<file path="src/rtl/autosa_csc_grp_pkg.sv">
// Shared types and constants for the CSC ping-pong register-group sequencer.
package autosa_csc_grp_pkg;

  typedef enum logic [1:0] {
    IDLE   = 2'd0,
    LAUNCH = 2'd1,
    BUSY   = 2'd2,
    DRAIN  = 2'd3
  } state_t;

  localparam logic [1:0] ST_IDLE    = 2'd0;
  localparam logic [1:0] ST_RUNNING = 2'd1;
  localparam logic [1:0] ST_PENDING = 2'd2;

  localparam logic [1:0] ERR_NONE       = 2'd0;
  localparam logic [1:0] ERR_DBL_TRIG   = 2'd1;
  localparam logic [1:0] ERR_STRAY_DONE = 2'd2;

  // Software-visible status of one group from its enable flag and whether it owns the datapath.
  function automatic logic [1:0] grp_status(input logic en, input logic active);
    if (!en) begin
      return ST_IDLE;
    end
    if (active) begin
      return ST_RUNNING;
    end
    return ST_PENDING;
  endfunction

endpackage

</file>
<file path="src/rtl/autosa_csc_grp_drain_cnt.sv">
// Loadable down-counter with a zero flag; holds the datapath flush delay after op_done.
module autosa_csc_grp_drain_cnt #(
  parameter int CNT_W = 4
) (
  input  logic             autosa_core_clk,
  input  logic             autosa_core_rstn,
  input  logic             load_i,
  input  logic [CNT_W-1:0] load_val_i,
  input  logic             dec_i,
  output logic             zero_o
);

  logic [CNT_W-1:0] cnt_q;
  logic [CNT_W-1:0] cnt_d;

  always_comb begin
    cnt_d = cnt_q;
    if (load_i) begin
      cnt_d = load_val_i;
    end else if (dec_i && (cnt_q != '0)) begin
      cnt_d = cnt_q - CNT_W'(1);
    end
  end

  always_ff @(posedge autosa_core_clk or negedge autosa_core_rstn) begin
    if (!autosa_core_rstn) begin
      cnt_q <= '0;
    end else begin
      cnt_q <= cnt_d;
    end
  end

  assign zero_o = (cnt_q == '0);

endmodule

</file>
<file path="src/rtl/autosa_csc_grp_ctrl.sv">
// Two-group ping-pong sequencer between the CSC single-register block and the CSC datapath.
// Optional error reporting (grp_err, grp_err_code) is enabled by defining AUTOSA_CSC_GRP_ERR_EN.
module autosa_csc_grp_ctrl
  import autosa_csc_grp_pkg::*;
#(
  parameter int DONE_DLY = 2,
  parameter int CNT_W    = 4
) (
  input  logic       autosa_core_clk,
  input  logic       autosa_core_rstn,
  input  logic       producer,
  input  logic       op_en_trigger,
  input  logic       op_done,
  output logic       consumer,
  output logic [1:0] status_0,
  output logic [1:0] status_1,
  output logic       core_start,
  output logic       core_grp,
  output logic       core_busy
`ifdef AUTOSA_CSC_GRP_ERR_EN
  ,
  output logic       grp_err,
  output logic [1:0] grp_err_code
`endif
);

  state_t     state_q, state_d;
  logic [1:0] op_en_q, op_en_d;
  logic       consumer_q, consumer_d;
  logic       cnt_load, cnt_dec, cnt_zero, retire;
  logic [1:0] status_w [2];

  always_comb begin
    state_d  = state_q;
    cnt_load = 1'b0;
    cnt_dec  = 1'b0;
    retire   = 1'b0;
    case (state_q)
      IDLE: begin
        if (op_en_q[consumer_q]) begin
          state_d = LAUNCH;
        end
      end
      LAUNCH: state_d = BUSY;
      BUSY: begin
        if (op_done) begin
          cnt_load = 1'b1;
          state_d  = DRAIN;
        end
      end
      DRAIN: begin
        if (cnt_zero) begin
          retire  = 1'b1;
          state_d = IDLE;
        end else begin
          cnt_dec = 1'b1;
        end
      end
      default: state_d = IDLE;
    endcase
  end

  // Set is applied after the retirement clear so a same-cycle re-trigger leaves the group pending.
  always_comb begin
    op_en_d = op_en_q;
    if (retire) begin
      op_en_d[consumer_q] = 1'b0;
    end
    if (op_en_trigger) begin
      op_en_d[producer] = 1'b1;
    end
    consumer_d = consumer_q ^ retire;
  end

  always_ff @(posedge autosa_core_clk or negedge autosa_core_rstn) begin
    if (!autosa_core_rstn) begin
      state_q    <= IDLE;
      op_en_q    <= 2'b00;
      consumer_q <= 1'b0;
    end else begin
      state_q    <= state_d;
      op_en_q    <= op_en_d;
      consumer_q <= consumer_d;
    end
  end

  autosa_csc_grp_drain_cnt #(
    .CNT_W(CNT_W)
  ) u_drain_cnt (
    .autosa_core_clk (autosa_core_clk),
    .autosa_core_rstn(autosa_core_rstn),
    .load_i          (cnt_load),
    .load_val_i      (CNT_W'(DONE_DLY)),
    .dec_i           (cnt_dec),
    .zero_o          (cnt_zero)
  );

  assign core_start = (state_q == LAUNCH);
  assign core_busy  = (state_q != IDLE);
  assign consumer   = consumer_q;
  assign core_grp   = consumer_q;

  for (genvar gi = 0; gi < 2; gi++) begin : g_status
    assign status_w[gi] = grp_status(op_en_q[gi], (consumer_q == 1'(gi)) && core_busy);
  end

  assign status_0 = status_w[0];
  assign status_1 = status_w[1];

`ifdef AUTOSA_CSC_GRP_ERR_EN
  logic       grp_err_q;
  logic [1:0] grp_err_code_q;
  logic       dbl_trig, stray_done;

  assign dbl_trig   = op_en_trigger && op_en_q[producer];
  assign stray_done = op_done && (state_q != BUSY);

  always_ff @(posedge autosa_core_clk or negedge autosa_core_rstn) begin
    if (!autosa_core_rstn) begin
      grp_err_q      <= 1'b0;
      grp_err_code_q <= ERR_NONE;
    end else begin
      grp_err_q <= dbl_trig || stray_done;
      if (dbl_trig) begin
        grp_err_code_q <= ERR_DBL_TRIG;
      end else if (stray_done) begin
        grp_err_code_q <= ERR_STRAY_DONE;
      end
    end
  end

  assign grp_err      = grp_err_q;
  assign grp_err_code = grp_err_code_q;
`endif

endmodule

</file>
<file path="config.mk">
export PLATFORM = sky130hd
export DESIGN_NAME = autosa_csc_grp_ctrl
export DESIGN_NICKNAME = d
export VERILOG_FILES = /design/src/rtl/autosa_csc_grp_pkg.sv /design/src/rtl/autosa_csc_grp_drain_cnt.sv /design/src/rtl/autosa_csc_grp_ctrl.sv
export SDC_FILE = /design/constraint.sdc
export NUM_CORES = 1
export LEC_CHECK = 0
export ABC_AREA = 1
export BUFFER_PORTS_ARGS = -buffer_cell sky130_fd_sc_hd__buf_2
export CAP_MARGIN = 20
export CORE_AREA = 2 2 39 41
export DETAILED_ROUTE_END_ITERATION = 7
export DIE_AREA = 0 0 41 43
export PLACE_DENSITY = 0.7
export SLEW_MARGIN = 0
export SYNTH_ARGS = -nofsm -noshare
export SYNTH_HDL_FRONTEND = slang
export SYNTH_SLANG_ARGS = --single-unit
</file>
<file path="constraint.sdc">
create_clock -name autosa_core_clk -period 1.4 [get_ports autosa_core_clk]
set_input_delay 0.21 -clock autosa_core_clk [delete_from_list [all_inputs] [get_ports autosa_core_clk]]
set_output_delay 0.21 -clock autosa_core_clk [all_outputs]
set_load 0.02 [all_outputs]
</file>
==> results of run 1 <==
[flip-flops by register name (all words and copies together), names as in the netlist]
| name | flops |
|---|---|
| consumer | 1 |
| op_en_q | 2 |
| u_drain_cnt.cnt_q | 4 |
| state_q | 2 |
[cell type report]
cell class / count / share of cell area [%]
Multi-Input combinational cell: 50 / 42.8
Sequential cell: 9 / 30.5
Timing Repair Buffer: 17 / 15.5
Inverter: 10 / 5.05
Clock buffer: 4 / 3.54
Tap cell: 16 / 2.69
[layout by cell type (no fill, tap or decap), drive strengths merged]
cell	netlist	final
a21boi	1	1
a31oi	1	1
buf	1	16
clkbuf	0	4
dfrtp	9	9
dlygate4sd3	0	1
ha	5	5
inv	10	10
nand2	19	19
nand3	7	7
nand3b	1	1
nand4	2	2
nor2	7	7
o21a	1	1
o21ai	4	4
or2	1	1
xor2	1	1
[metal layers]
| metal | part of all wire (%) | wire length [um] | GRT usage, % |
|---|---|---|---|
| met1 | 40 | 506 | 18.6 |
| met4 | 2.5 | 32 | 10.0 |
| met3 | 4.7 | 59 | 3.14 |
| met2 | 52 | 657 | 28.7 |
| met5 | 0 | 0 | 0 |
[final timing paths]
path                                             startpoint                endpoint  slack [ns]  cells past startpoint
max in group asynchronous                  autosa_core_rstn      consumer$_DFF_PN0_        0.86                      2
min in group asynchronous                  autosa_core_rstn  state_q[0]$_DFFE_PN0P_        0.33                      2
hold reg to reg                        op_en_q[1]$_DFF_PN0_    op_en_q[1]$_DFF_PN0_        0.53                      2
hold / removal                                     producer    op_en_q[0]$_DFF_PN0_        0.16                      2
setup reg to reg           u_drain_cnt.cnt_q[0]$_DFFE_PN0P_  state_q[1]$_DFFE_PN0P_        0.09                      7
setup / recovery                     state_q[0]$_DFFE_PN0P_             status_1[1]       0.003                      5
[repair_timing]
action | in CTS | in global routing
endpoints found under the hold margin | 9 | 0
pin swaps | 1 | 1
hold buffers | 1 | 0
gates resized for setup | 6 | 6
endpoints found under the setup margin | 5 | 5
setup buffers | 4 | 0
[kinds of logic after synthesis]
group                    Yosys count
AND/OR/NAND/NOR                   37
AO/OA/AOI/OAI                      7
flip-flops                         9
buffers and inverters             11
adder cells (fa/ha/maj)            5
XOR/XNOR                           1
[power by group]
group	internal [W]	total, W	switching (W)
Clock	0.000110	0.000201	0.0000910
Combinational	0.000586	0.00138	0.000795
Sequential	0.000384	0.000495	0.000112
Total	0.00108	0.00208	0.000998
[through the flow]
stage | area (um2) | worst slack, ns
after floorplan | 573 | 0.0717
after global placement | 646 | 0.117
after detailed placement | 646 | 0.0448
after CTS | 727 | 0.0105
after global routing | 743 | -0.0553
final | 743 | 0.00254
==> impl_metrics.xml, run 1 <==
<?xml version="1.0" encoding="UTF-8"?>
<metrics>
  <group name="placed_design">
    <metric name="port_buffers" unit="">12</metric>
    <metric name="place_congestion" unit="">0.707</metric>
    <metric name="placedCellCount" unit="">97</metric>
    <metric name="detailed_placement_hpwl" unit="um">879</metric>
  </group>
  <group name="timing">
    <metric name="timing.hold.ws" unit="ns">0.156</metric>
    <metric name="skew" unit="ns">0.00686</metric>
    <metric name="finalSetupTns" unit="ns">0</metric>
    <metric name="slew_violations" unit="">0</metric>
    <metric name="finalWorstPathRequiredPeriod" unit="ns">1.40</metric>
    <metric name="report.final.hold_viol_count" unit="">0</metric>
    <metric name="max_freq" unit="MHz">716</metric>
    <metric name="worst-slew-pin-transition" unit="ns">0.249</metric>
    <metric name="unrepaired_setup_endpoints_after_global_routing" unit="">true</metric>
    <metric name="report.final.setup_viol" unit="">0</metric>
    <metric name="timing.max_slew.rel_slack" unit="%">83.4</metric>
    <metric name="finalCritPeriodShare" unit="%">99.8</metric>
  </group>
  <group name="layout">
    <metric name="area.growth.synth_to_final" unit="%">30.5</metric>
    <metric name="multiInputGateArea" unit="um2">318</metric>
    <metric name="final_util" unit="%">53.7</metric>
    <metric name="drive_above_1_share" unit="%">37.8</metric>
    <metric name="final.fill_count" unit="">122</metric>
    <metric name="finish.cell_count_without_fillers" unit="">106</metric>
    <metric name="final-seq-area" unit="um2">226</metric>
    <metric name="n_antenna_cell" unit="">0</metric>
    <metric name="count_of_nets_after_finishing" unit="">101</metric>
  </group>
  <group name="synth">
    <metric name="most_common_library_cells_after_synthesis" unit="">sky130_fd_sc_hd__nand2_1 (17), sky130_fd_sc_hd__dfrtp_1 (9), sky130_fd_sc_hd__inv_1 (8)</metric>
    <metric name="main_combinational_cell_family_by_area_after_synthesis" unit="">simple AND/OR/NAND/NOR gates</metric>
    <metric name="post_synth_inst_count" unit="">70</metric>
    <metric name="yosys_register_bits" unit="">9</metric>
    <metric name="synth.largest_area_cell" unit="">sky130_fd_sc_hd__dfrtp_1</metric>
    <metric name="ys.flop_type" unit="">sky130_fd_sc_hd__dfrtp_1</metric>
    <metric name="synth_top_cells_by_area" unit="">sky130_fd_sc_hd__dfrtp_1 (40%), sky130_fd_sc_hd__nand2_1 (11%), sky130_fd_sc_hd__ha_1 (11%)</metric>
    <metric name="synth_top_cell_area_share" unit="%">39.6</metric>
    <metric name="syn-mean-instance-area" unit="um2">8.13</metric>
    <metric name="netlist-cell-type-count" unit="">21</metric>
    <metric name="yosys.area_share.xor_xnor" unit="%">1.54</metric>
    <metric name="synth-compound-area-share" unit="%">7.25</metric>
    <metric name="most_frequent_cell_after_synthesis" unit="">sky130_fd_sc_hd__nand2_1</metric>
    <metric name="synth-seq-area-share" unit="%">39.6</metric>
    <metric name="simple_gate_share_of_the_synthesized_area" unit="%">32.7</metric>
    <metric name="yosysWarnings" unit="">0</metric>
    <metric name="synth-edff-count" unit="">0</metric>
    <metric name="postSynthNetCount" unit="">80</metric>
    <metric name="syn_area" unit="um2">569</metric>
    <metric name="muxShareOfSynthArea" unit="%">0</metric>
    <metric name="synth-async-reset-ratio" unit="%">100</metric>
    <metric name="synthAdderAreaFrac" unit="%">11.0</metric>
  </group>
  <group name="routing">
    <metric name="vias" unit="">510</metric>
    <metric name="number_of_nets_still_failing_antenna_checks_after_routing" unit="">0</metric>
    <metric name="avgRoutedWirePerCell" unit="um">11.8</metric>
    <metric name="drt_wl_total" unit="um">1260</metric>
    <metric name="drt_first_pass_iters" unit="">4</metric>
    <metric name="drt_iter0_markers" unit="">5</metric>
    <metric name="drc_errors" unit="">0</metric>
    <metric name="vias_per_cell" unit="">4.81</metric>
  </group>
  <group name="die">
    <metric name="die_x" unit="um">41</metric>
    <metric name="core-area" unit="um2">1380</metric>
    <metric name="rows" unit="">14</metric>
    <metric name="die_area" unit="um2">1760</metric>
    <metric name="floorplan.initialDensity" unit="%">41.1</metric>
    <metric name="die-height" unit="um">43</metric>
    <metric name="design.portCount" unit="">13</metric>
  </group>
  <group name="critical_path">
    <metric name="critPathBufInv" unit="">3</metric>
    <metric name="timing.critical_path.from_type" unit="">flip-flop</metric>
    <metric name="crit_path_top_delay_cell" unit="">sky130_fd_sc_hd__dfrtp_1</metric>
    <metric name="critical-path-top-delay-family" unit="">flip-flops</metric>
    <metric name="timing.critical_path.slowest_cell_delay" unit="ns">0.39</metric>
    <metric name="worst_ep_arrival_time" unit="ns">1.19</metric>
    <metric name="timing.critical_path.cells" unit="">inv_2 -&gt; ha_4 -&gt; inv_2 -&gt; a21boi_2 -&gt; buf_6</metric>
    <metric name="cell_repeated_most_along_the_worst_path" unit="">sky130_fd_sc_hd__inv_2</metric>
    <metric name="timing.setup.critical_path_class" unit="">flip-flop to primary output</metric>
    <metric name="setup.worst_path.end_class" unit="">primary output</metric>
    <metric name="crit_required" unit="ns">1.19</metric>
    <metric name="worst_path_maximum_fanout" unit="">5</metric>
  </group>
  <group name="grt">
    <metric name="antenna_violations_before_repair" unit="">0</metric>
    <metric name="grt_first_pass_wirelength" unit="um">1960</metric>
    <metric name="groute.usage.overall" unit="%">17.1</metric>
    <metric name="grt_pass1_vias" unit="">462</metric>
    <metric name="maximum_number_of_pins_on_one_net_before_global_route_repair" unit="">10</metric>
    <metric name="gr-total-overflow" unit="">0</metric>
  </group>
  <group name="power">
    <metric name="power_per_cell_area" unit="nW/um2">2800</metric>
    <metric name="vdd.ir_drop.worst" unit="V">0.000850</metric>
    <metric name="power.static_leakage" unit="nW">0.400</metric>
    <metric name="power_total" unit="W">0.00208</metric>
  </group>
  <group name="hold_path">
    <metric name="worstHoldPathType" unit="">input port to flip-flop</metric>
  </group>
  <group name="run_status">
    <metric name="run_status" unit="">complete, no violations</metric>
  </group>
  <group name="cts">
    <metric name="clock_tree_from_tritoncts" unit="">built</metric>
    <metric name="worst_skew_pair.late_latency" unit="ns">0.26</metric>
    <metric name="cts-htree-levels" unit="">1</metric>
    <metric name="clock_sinks" unit="">9</metric>
    <metric name="cts_made_buffers" unit="">3</metric>
    <metric name="clkTransAtPathRegs" unit="ns">0.06</metric>
    <metric name="root_buffer" unit="">sky130_fd_sc_hd__clkbuf_4</metric>
    <metric name="maximum_number_of_buffers_from_clock_root_to_sink" unit="">2</metric>
  </group>
  <group name="run">
    <metric name="max_cap_violations" unit="">0</metric>
  </group>
</metrics>
No activity file was read; power rests on OpenSTA's default activity.
==> inputs of run 2 (changes only) <==
Settings changed: RECOVER_POWER from default to 100, SKIP_LAST_GASP from default to 1.
==> impl_metrics.xml, run 2 (synthesis gave the netlist of run 1 again) <==
<?xml version="1.0" encoding="UTF-8"?>
<metrics>
  <group name="die">
    <metric name="rows" unit="">14</metric>
    <metric name="floorplan.initialDensity" unit="%">41.1</metric>
    <metric name="die_area" unit="um2">1760</metric>
    <metric name="core-area" unit="um2">1380</metric>
    <metric name="die-height" unit="um">43</metric>
    <metric name="die_x" unit="um">41</metric>
    <metric name="design.portCount" unit="">13</metric>
  </group>
  <group name="power">
    <metric name="power_total" unit="W">0.00208</metric>
    <metric name="power_per_cell_area" unit="nW/um2">2800</metric>
    <metric name="net-switching-power" unit="W">0.000998</metric>
    <metric name="vdd.ir_drop.worst" unit="V">0.000850</metric>
    <metric name="pwr-share-clk" unit="%">9.7</metric>
    <metric name="combinational_share_of_power" unit="%">66.5</metric>
    <metric name="seq_power_share" unit="%">23.8</metric>
    <metric name="switching_share" unit="%">48.0</metric>
    <metric name="intPower" unit="W">0.00108</metric>
    <metric name="power.static_leakage" unit="nW">0.397</metric>
  </group>
  <group name="timing">
    <metric name="report.final.setup_viol" unit="">0</metric>
    <metric name="slew_violations" unit="">0</metric>
    <metric name="max_freq" unit="MHz">716</metric>
    <metric name="skew" unit="ns">0.00686</metric>
    <metric name="timing.max_slew.rel_slack" unit="%">66.1</metric>
    <metric name="worst-slew-pin-transition" unit="ns">0.508</metric>
    <metric name="report.final.hold_viol_count" unit="">0</metric>
    <metric name="finalWorstPathRequiredPeriod" unit="ns">1.40</metric>
    <metric name="finalSetupTns" unit="ns">0</metric>
    <metric name="finalCritPeriodShare" unit="%">99.8</metric>
    <metric name="unrepaired_setup_endpoints_after_global_routing" unit="">true</metric>
  </group>
  <group name="grt">
    <metric name="gr-total-overflow" unit="">0</metric>
    <metric name="antenna_violations_before_repair" unit="">0</metric>
    <metric name="maximum_number_of_pins_on_one_net_before_global_route_repair" unit="">10</metric>
    <metric name="grt_pass1_vias" unit="">462</metric>
    <metric name="grt_first_pass_wirelength" unit="um">1960</metric>
    <metric name="groute.usage.overall" unit="%">17.1</metric>
  </group>
  <group name="cts">
    <metric name="clock_tree_from_tritoncts" unit="">built</metric>
    <metric name="clkTransAtPathRegs" unit="ns">0.06</metric>
    <metric name="worst_skew_pair.late_latency" unit="ns">0.26</metric>
    <metric name="clock_sinks" unit="">9</metric>
    <metric name="maximum_number_of_buffers_from_clock_root_to_sink" unit="">2</metric>
    <metric name="root_buffer" unit="">sky130_fd_sc_hd__clkbuf_4</metric>
    <metric name="cts-htree-levels" unit="">1</metric>
    <metric name="cts_made_buffers" unit="">3</metric>
  </group>
  <group name="routing">
    <metric name="vias_per_cell" unit="">4.81</metric>
    <metric name="number_of_nets_still_failing_antenna_checks_after_routing" unit="">0</metric>
    <metric name="drt_wl_total" unit="um">1250</metric>
    <metric name="drt_first_pass_iters" unit="">4</metric>
    <metric name="avgRoutedWirePerCell" unit="um">11.8</metric>
    <metric name="vias" unit="">510</metric>
    <metric name="drc_errors" unit="">0</metric>
    <metric name="drt_iter0_markers" unit="">5</metric>
  </group>
  <group name="layout">
    <metric name="drive_above_1_share" unit="%">36.7</metric>
    <metric name="count_of_nets_after_finishing" unit="">101</metric>
    <metric name="final_util" unit="%">53.6</metric>
    <metric name="mostFrequentLayoutCells" unit="">sky130_fd_sc_hd__nand2_1 (17), sky130_fd_sc_hd__buf_2 (8), sky130_fd_sc_hd__dfrtp_1 (8)</metric>
    <metric name="n_antenna_cell" unit="">0</metric>
    <metric name="final.fill_count" unit="">121</metric>
    <metric name="biggestRegsByFlops" unit="">u_drain_cnt.cnt_q: 4 flops, op_en_q: 2 flops, state_q: 2 flops</metric>
    <metric name="largest_register_ffs" unit="">4</metric>
    <metric name="layout.cell_area.non_filler" unit="um2">742</metric>
    <metric name="mostFrequentLayoutCell" unit="">sky130_fd_sc_hd__nand2_1</metric>
    <metric name="finish.cell_count_without_fillers" unit="">106</metric>
    <metric name="multiInputGateArea" unit="um2">318</metric>
    <metric name="area.growth.synth_to_final" unit="%">30.3</metric>
    <metric name="final-seq-area" unit="um2">226</metric>
    <metric name="max_flop_register" unit="">u_drain_cnt.cnt_q</metric>
  </group>
  <group name="critical_path">
    <metric name="setup.worst_path.end_class" unit="">primary output</metric>
    <metric name="crit_required" unit="ns">1.19</metric>
    <metric name="worst_ep_arrival_time" unit="ns">1.19</metric>
    <metric name="worst_path_maximum_fanout" unit="">5</metric>
    <metric name="timing.setup.critical_path_class" unit="">flip-flop to primary output</metric>
    <metric name="timing.critical_path.from_type" unit="">flip-flop</metric>
  </group>
  <group name="placed_design">
    <metric name="port_buffers" unit="">12</metric>
    <metric name="postPlaceCellArea" unit="um2">646</metric>
    <metric name="placedCellCount" unit="">97</metric>
    <metric name="place_congestion" unit="">0.707</metric>
    <metric name="detailed_placement_hpwl" unit="um">879</metric>
  </group>
  <group name="hold_path">
    <metric name="worstHoldPathType" unit="">input port to flip-flop</metric>
  </group>
  <group name="run_status">
    <metric name="run_status" unit="">complete, no violations</metric>
  </group>
  <group name="run">
    <metric name="max_cap_violations" unit="">0</metric>
  </group>
</metrics>
[run 2: path summary, 6_finish.rpt]
check                      slack, ns  cells after the start                      to                              from
setup / recovery               0.003                      5             status_1[1]            state_q[0]$_DFFE_PN0P_
hold reg to reg                 0.53                      2    op_en_q[1]$_DFF_PN0_              op_en_q[1]$_DFF_PN0_
hold / removal                  0.16                      2    op_en_q[0]$_DFF_PN0_                          producer
max in group asynchronous       0.60                      2      consumer$_DFF_PN0_                  autosa_core_rstn
setup reg to reg                0.09                      7  state_q[1]$_DFFE_PN0P_  u_drain_cnt.cnt_q[0]$_DFFE_PN0P_
min in group asynchronous       0.43                      2  state_q[0]$_DFFE_PN0P_                  autosa_core_rstn
[run 2: cell type report]
type                       count  share of cell area (%)
sequential                     9                    30.5
multi-input combinational     50                    42.8
inverter                      10                    5.06
tap                           16                    2.70
clock buffer                   4                    3.54
timing repair buffer          17                    15.3
[run 2: power by group through the flow]
stage                     clock (W)  sequential [W]  combinational (W)
after detailed placement          0        0.000508            0.00110
after global placement            0        0.000494            0.00109
after global routing       0.000208        0.000515            0.00152
after floorplan                   0        0.000499           0.000848
after CTS                  0.000201        0.000488            0.00128
final                      0.000201        0.000495            0.00138
[run 2: critical path, stage by stage (launching register included)]
cell and delay (ns):
sky130_fd_sc_hd__dfrtp_1 0.39, sky130_fd_sc_hd__inv_2 0.08, sky130_fd_sc_hd__ha_4 0.15, sky130_fd_sc_hd__inv_2 0.05
sky130_fd_sc_hd__a21boi_2 0.12, sky130_fd_sc_hd__buf_6 0.13
[run 2: metal layers]
| metal | wire, um | up-vias | share of wire (%) | GRT usage, % |
|---|---|---|---|---|
| met3 | 59 | 4 | 4.7 | 3.14 |
| met2 | 657 | 16 | 52 | 28.7 |
| met1 | 504 | 227 | 40 | 18.6 |
| met4 | 32 | 0 | 2.6 | 10.0 |
| li1 | - | 263 | - | - |
| met5 | 0 | - | 0 | 0 |
[run 2: what timing repair did]
| item | 4_1_cts | 5_1_grt |
|---|---|---|
| buffers inserted | 4 | 0 |
| pin swaps | 1 | 1 |
| endpoints found under the setup margin | 5 | 5 |
| hold buffers | 1 | 0 |
| resized for setup | 6 | 6 |
| cloned | 0 | 0 |
| endpoints found under the hold margin | 9 | 0 |
[run 2: through the flow]
stage | hold WS (ns) | setup WS (ns)
floorplan | -0.0856 | 0.0717
detailed placement | 0.0774 | 0.0448
finish | 0.156 | 0.00254
CTS | 0.159 | 0.0105
global placement | 0.0786 | 0.117
global route | 0.170 | -0.0553
